--- src/rtl/multiplicador_reconstructor_pkg.sv ---
// Shared types and helpers for the signed divider / reconstructor family.
// Holds the FSM state encoding, counter sizing and the two's-complement abs helper.
package multiplicador_reconstructor_pkg;

    localparam int TAMANYO_DEF = 32;
    // Widest operand the abs helper handles; callers zero-extend into it.
    localparam int ABS_W       = 64;

    typedef enum logic [1:0] {
        IDLE = 2'd0,
        MULT = 2'd1,
        FIX  = 2'd2
    } estado_t;

    function automatic int cnt_width(input int t);
        return $clog2(t + 1);
    endfunction

    localparam int CNT_W_DEF = cnt_width(TAMANYO_DEF);

    // Magnitude of the w-bit two's-complement value in x[w-1:0]; the most
    // negative value maps to 2^(w-1) as an unsigned number.
    function automatic logic [ABS_W-1:0] abs_c2(input logic [ABS_W-1:0] x,
                                               input int unsigned      w);
        logic [ABS_W-1:0] mask;
        logic             neg;
        mask = (ABS_W'(1) << w) - ABS_W'(1);
        neg  = |(x & (ABS_W'(1) << (w - 1)));
        if (neg) begin
            return (~x + ABS_W'(1)) & mask;
        end
        return x & mask;
    endfunction

endpackage

--- src/rtl/multiplicador_reconstructor.sv ---
// Sequential signed multiply-add Num = Coc*Den + Res (inverse of the signed dividers).
// Latency: tamanyo+1 edges from Start acceptance to Done; one result per tamanyo+2 cycles.
// Backpressure: none; Start is only sampled in IDLE and ignored while Busy.
module multiplicador_reconstructor
    import multiplicador_reconstructor_pkg::*;
#(
    parameter int tamanyo = TAMANYO_DEF
) (
    input  logic               CLK,
    input  logic               RSTa,
    input  logic               Start,
    input  logic [tamanyo-1:0] Coc,
    input  logic [tamanyo-1:0] Den,
    input  logic [tamanyo-1:0] Res,
    output logic [tamanyo-1:0] Num,
    output logic               Ovf,
    output logic               Busy,
    output logic               Done
);

    localparam int CNT_W = cnt_width(tamanyo);
    localparam int AW    = 2 * tamanyo;

    estado_t state, state_n;

    logic             load, iter, fix;
    logic [tamanyo-1:0] mcand;
    logic [tamanyo-1:0] mplier;
    logic [tamanyo-1:0] res_q;
    logic             sgn;
    logic [AW-1:0]    acc;
    logic [CNT_W-1:0] cnt;

    logic [tamanyo:0]   sum_hi;
    logic [AW-1:0]      p_fix;
    logic [AW-1:0]      s_fix;
    logic [tamanyo:0]   s_top;
    logic               ovf_n;

    always_ff @(posedge CLK or negedge RSTa) begin
        if (!RSTa) begin
            state <= IDLE;
        end else begin
            state <= state_n;
        end
    end

    always_comb begin
        state_n = state;
        load    = 1'b0;
        iter    = 1'b0;
        fix     = 1'b0;
        case (state)
            IDLE: begin
                if (Start) begin
                    load    = 1'b1;
                    state_n = MULT;
                end
            end
            MULT: begin
                iter = 1'b1;
                if (cnt == CNT_W'(tamanyo - 1)) begin
                    state_n = FIX;
                end
            end
            FIX: begin
                fix     = 1'b1;
                state_n = IDLE;
            end
            default: state_n = IDLE;
        endcase
    end

    // Carry out of the upper half is kept and shifted into the accumulator MSB.
    always_comb begin
        sum_hi = {1'b0, acc[AW-1:tamanyo]} + (mplier[0] ? {1'b0, mcand} : '0);
        p_fix  = sgn ? (~acc + AW'(1)) : acc;
        s_fix  = p_fix + {{tamanyo{res_q[tamanyo-1]}}, res_q};
        s_top  = s_fix[AW-1:tamanyo-1];
        ovf_n  = !((&s_top) || !(|s_top));
    end

    always_ff @(posedge CLK or negedge RSTa) begin
        if (!RSTa) begin
            mcand  <= '0;
            mplier <= '0;
            res_q  <= '0;
            sgn    <= 1'b0;
            acc    <= '0;
            cnt    <= '0;
        end else if (load) begin
            mcand  <= tamanyo'(abs_c2(ABS_W'(Coc), tamanyo));
            mplier <= tamanyo'(abs_c2(ABS_W'(Den), tamanyo));
            res_q  <= Res;
            sgn    <= Coc[tamanyo-1] ^ Den[tamanyo-1];
            acc    <= '0;
            cnt    <= '0;
        end else if (iter) begin
            acc    <= {sum_hi, acc[tamanyo-1:1]};
            mplier <= mplier >> 1;
            cnt    <= cnt + CNT_W'(1);
        end
    end

    always_ff @(posedge CLK or negedge RSTa) begin
        if (!RSTa) begin
            Num  <= '0;
            Ovf  <= 1'b0;
            Done <= 1'b0;
        end else begin
            Done <= fix;
            if (fix) begin
                Num <= s_fix[tamanyo-1:0];
                Ovf <= ovf_n;
            end
        end
    end

    assign Busy = (state != IDLE);

endmodule

--- config.mk ---
export PLATFORM = sky130hd
export DESIGN_NAME = multiplicador_reconstructor
export DESIGN_NICKNAME = d
export VERILOG_FILES = /design/src/rtl/multiplicador_reconstructor_pkg.sv /design/src/rtl/multiplicador_reconstructor.sv
export SDC_FILE = /design/constraint.sdc
export NUM_CORES = 1
export LEC_CHECK = 0
export ABC_AREA = 1
export CORE_UTILIZATION = 61
export CTS_CLUSTER_SIZE = 28
export DETAILED_ROUTE_END_ITERATION = 6
export HOLD_SLACK_MARGIN = 0.06
export PLACE_DENSITY = 0.82
export SLEW_MARGIN = 30
export SYNTH_ARGS = -nofsm -noshare
export SYNTH_HDL_FRONTEND = slang
export SYNTH_SLANG_ARGS = --single-unit
--- constraint.sdc ---
create_clock -name CLK -period 4.1 [get_ports CLK]
set_input_delay 0.41 -clock CLK [delete_from_list [all_inputs] [get_ports CLK]]
set_output_delay 0.41 -clock CLK [all_outputs]
set_load 0.01 [all_outputs]
==> flow_summary.yaml <==
sta:
  slew_headroom_pct: 26.93
  post-route-period-util_pct: 116.3
  max_freq_ghz: 0.2097
  setup_slack_ps: -667.8
  hold_viol_final: 0
  period_minus_slack_ps: 4768
  setup_viol: 2
  skew_ps: 46.65
  holdWs_ps: 360.3
  drv_slew: 0
  worst_slew_pin_slew_ps: 1096
  rsz0062_at_grt: "yes"
setup_path:
  cp_top_family: "simple AND/OR/NAND/NOR gates"
  r2r_slack_ps: -670
  required_ps: 4550
  critPathSlowestCell: "dfrtp_1"
  regToRegStartpoint: "acc[0]"
  max_stage_delay_ps: 390
  arrival_ps: 5220
  critPathMaxFanout: 4
  cpMostUsedCell: "nand2_1"
  cp-end-kind: "flop"
  worstSetupPathDepth: 33
  startpoint: "acc[0]"
  cp_num_buf_inv: 4
  crit_end: "Ovf"
  worst-r2r-cell-count: 33
  critical_path_class: "reg -> reg"
  cp-start-kind: "flop"
  timing.rr.end: "Ovf"
final_layout:
  regArea_um2: 5080
  final_area_um2: 23530
  antenna_cells: 0
  syn2layout_area_growth_pct: 23.88
  multi_input_area_um2: 12450
  final_nets: 3608
  final_cell_mix: "nand2_1, inv_1, nor2_1"
  final_common_cell: "nand2_1"
  fillers: 2287
  drive_above_1_share_pct: 12.81
global_route:
  grt-busiest-layer: "met2"
  overflow: 0
  grt_max_degree: 124
  grt_usage_pct: 39.58
  grt_pass1_vias: 20070
  use_met1_pct: 49.79
  grt_pass1_wl_um: 99570
  antenna_found_initial: 1
  use_met2_pct: 67.43
  gr-usage-met3_pct: 5.456
synth:
  syn_avg_cell_area_um2: 6.063
  synthesis.nets: 3334
  ys_ff_latch: 203
  yosysWarningCount: 0
  syn-cell-area_um2: 19000
  synth_cell_types: 53
  syn_inst: 3133
  ys_seq_area_share_pct: 26.74
cts:
  clock_latency_ps: 560
  clkTransAtPathRegs_ps: 70
  cts_htree_levels: 1
  cts_tree: "yes"
  cts_root_buffer: "clkbuf_16"
  numCtsBuffers: 22
  clock-sinks: 203
  clock_path_buffers: 3
status:
  violations: "negative setup slack"
  outcome: "finished, violations left"
drt:
  drtAntennaViolNets: 0
  num_vias: 21690
  detail_route.iter0.violations: 2173
  vias_per_cell: 5.684
  drt_wl_total_um: 65610
  drt_first_pass_iters: 6
  drc: 0
  wire_per_inst_um: 17.19
die:
  initial_core_util_pct: 62.10
  coreArea_um2: 30590
  rows: 64
  ios: 134
  dieArea_um2: 31850
  die_w_um: 178.5
  die_h_um: 178.5
job:
  maxCapViolations: 0
placement:
  port_buffers: 133
  place.gp.congestion: 1.015
  dpl.hpwl_um: 48360
  postPlaceCellArea_um2: 21790
worst_hold_path:
  hp-class: "in -> async"
==> logic make-up after synthesis <==
family                   share of synthesized area (%)
AND/OR/NAND/NOR                                  35.54
buffers and inverters                            12.04
AO/OA/AOI/OAI                                    12.33
flip-flops                                       26.74
XOR/XNOR                                         6.547
adder cells (fa/ha/maj)                          6.798
==> cells in the mapped netlist, drive strengths merged <==
cell type	number	share of area, %
a32o	3	0.16
o21bai	7	0.28
o41ai	2	0.092
o22ai	41	1.4
a31oi	13	0.43
o21a	3	0.12
nor3	36	1.1
a41oi	2	0.092
and3	2	0.066
clkinv	2	0.040
o221ai	8	0.37
o211ai	12	0.47
a21o	4	0.16
or4	1	0.040
or3	1	0.033
fa	2	0.21
or2	7	0.23
xnor2	47	2.2
nand3b	10	0.40
nand4	28	0.92
a22o	2	0.092
o2111ai	2	0.092
o21ai	192	5.1
nor4	12	0.43
nand2	1121	22
nor2	304	6.3
and2	5	0.16
ha	100	6.6
o32ai	1	0.046
o221a	1	0.059
o31ai	8	0.41
buf	11	0.22
dfrtp	203	27
nand3	134	3.6
xor2	95	4.4
a21oi	115	3.0
inv	543	11
clkbuf	53	1.0
==> worst min-delay path by stage <==
stage                end
2_1_floorplan       Done
3_3_place_gp      Num[1]
3_5_place_dp   mcand[29]
4_1_cts         res_q[9]
5_1_grt        res_q[24]
6_report          Num[4]
==> sequential cells by signal (all words and copies together), names as in the netlist <==
name and cells:
acc 64, Num 32, mcand 32, mplier 32, res_q 32, cnt 6, state 2, Done 1
Ovf 1, sgn 1
==> layout make-up <==
class | instances | share of cell area (%)
Clock inverter | 7 | 0.3775
Multi-Input combinational cell | 2321 | 52.89
Tap cell | 396 | 2.105
Sequential cell | 203 | 21.59
Timing Repair Buffer | 314 | 11.67
Clock buffer | 30 | 2.680
Inverter | 545 | 8.698
==> worst reg2reg max path, delay by kind of cell, from the launching register on <==
| kind | cells | cell delay (ps) |
|---|---|---|
| AND/OR/NAND/NOR | 24 | 2650 |
| AO/OA/AOI/OAI | 2 | 510 |
| adder cells (fa/ha/maj) | 2 | 470 |
| buffers and inverters | 4 | 400 |
| flip-flops | 1 | 390 |
| XOR/XNOR | 1 | 230 |
==> routing by layer <==
layer / up-vias / part of all wire [%]
li1: 10370 / -
met1: 9925 / 40
met2: 1124 / 46
met3: 273 / 8.3
met4: 2 / 5.4
met5: - / 0.015
==> through the flow <==
stage | setup slack [ps] | cells | TNS [ps] | utilization [%]
floorplan | 300.5 | 3133 | 0 | -
global placement | -373.2 | 3757 | -373.2 | 71.24
detailed placement | -461.6 | 3757 | -461.6 | 71.25
CTS | -350.6 | 3801 | -350.6 | 74.26
global route | -855.0 | 3816 | -1455 | 76.93
finish | -667.8 | 3816 | -860.3 | 76.93
==> timing repair <==
action	4_1_cts	5_1_grt
setup buffers	6	14
endpoints found under the setup margin	1	6
gates resized for setup	51	170
pin swaps	17	56
endpoints found under the hold margin	48	0
hold buffers	1	0
Power is not shown: default switching activity piles up to over one toggle a cycle in this logic, so the estimate is an artifact.
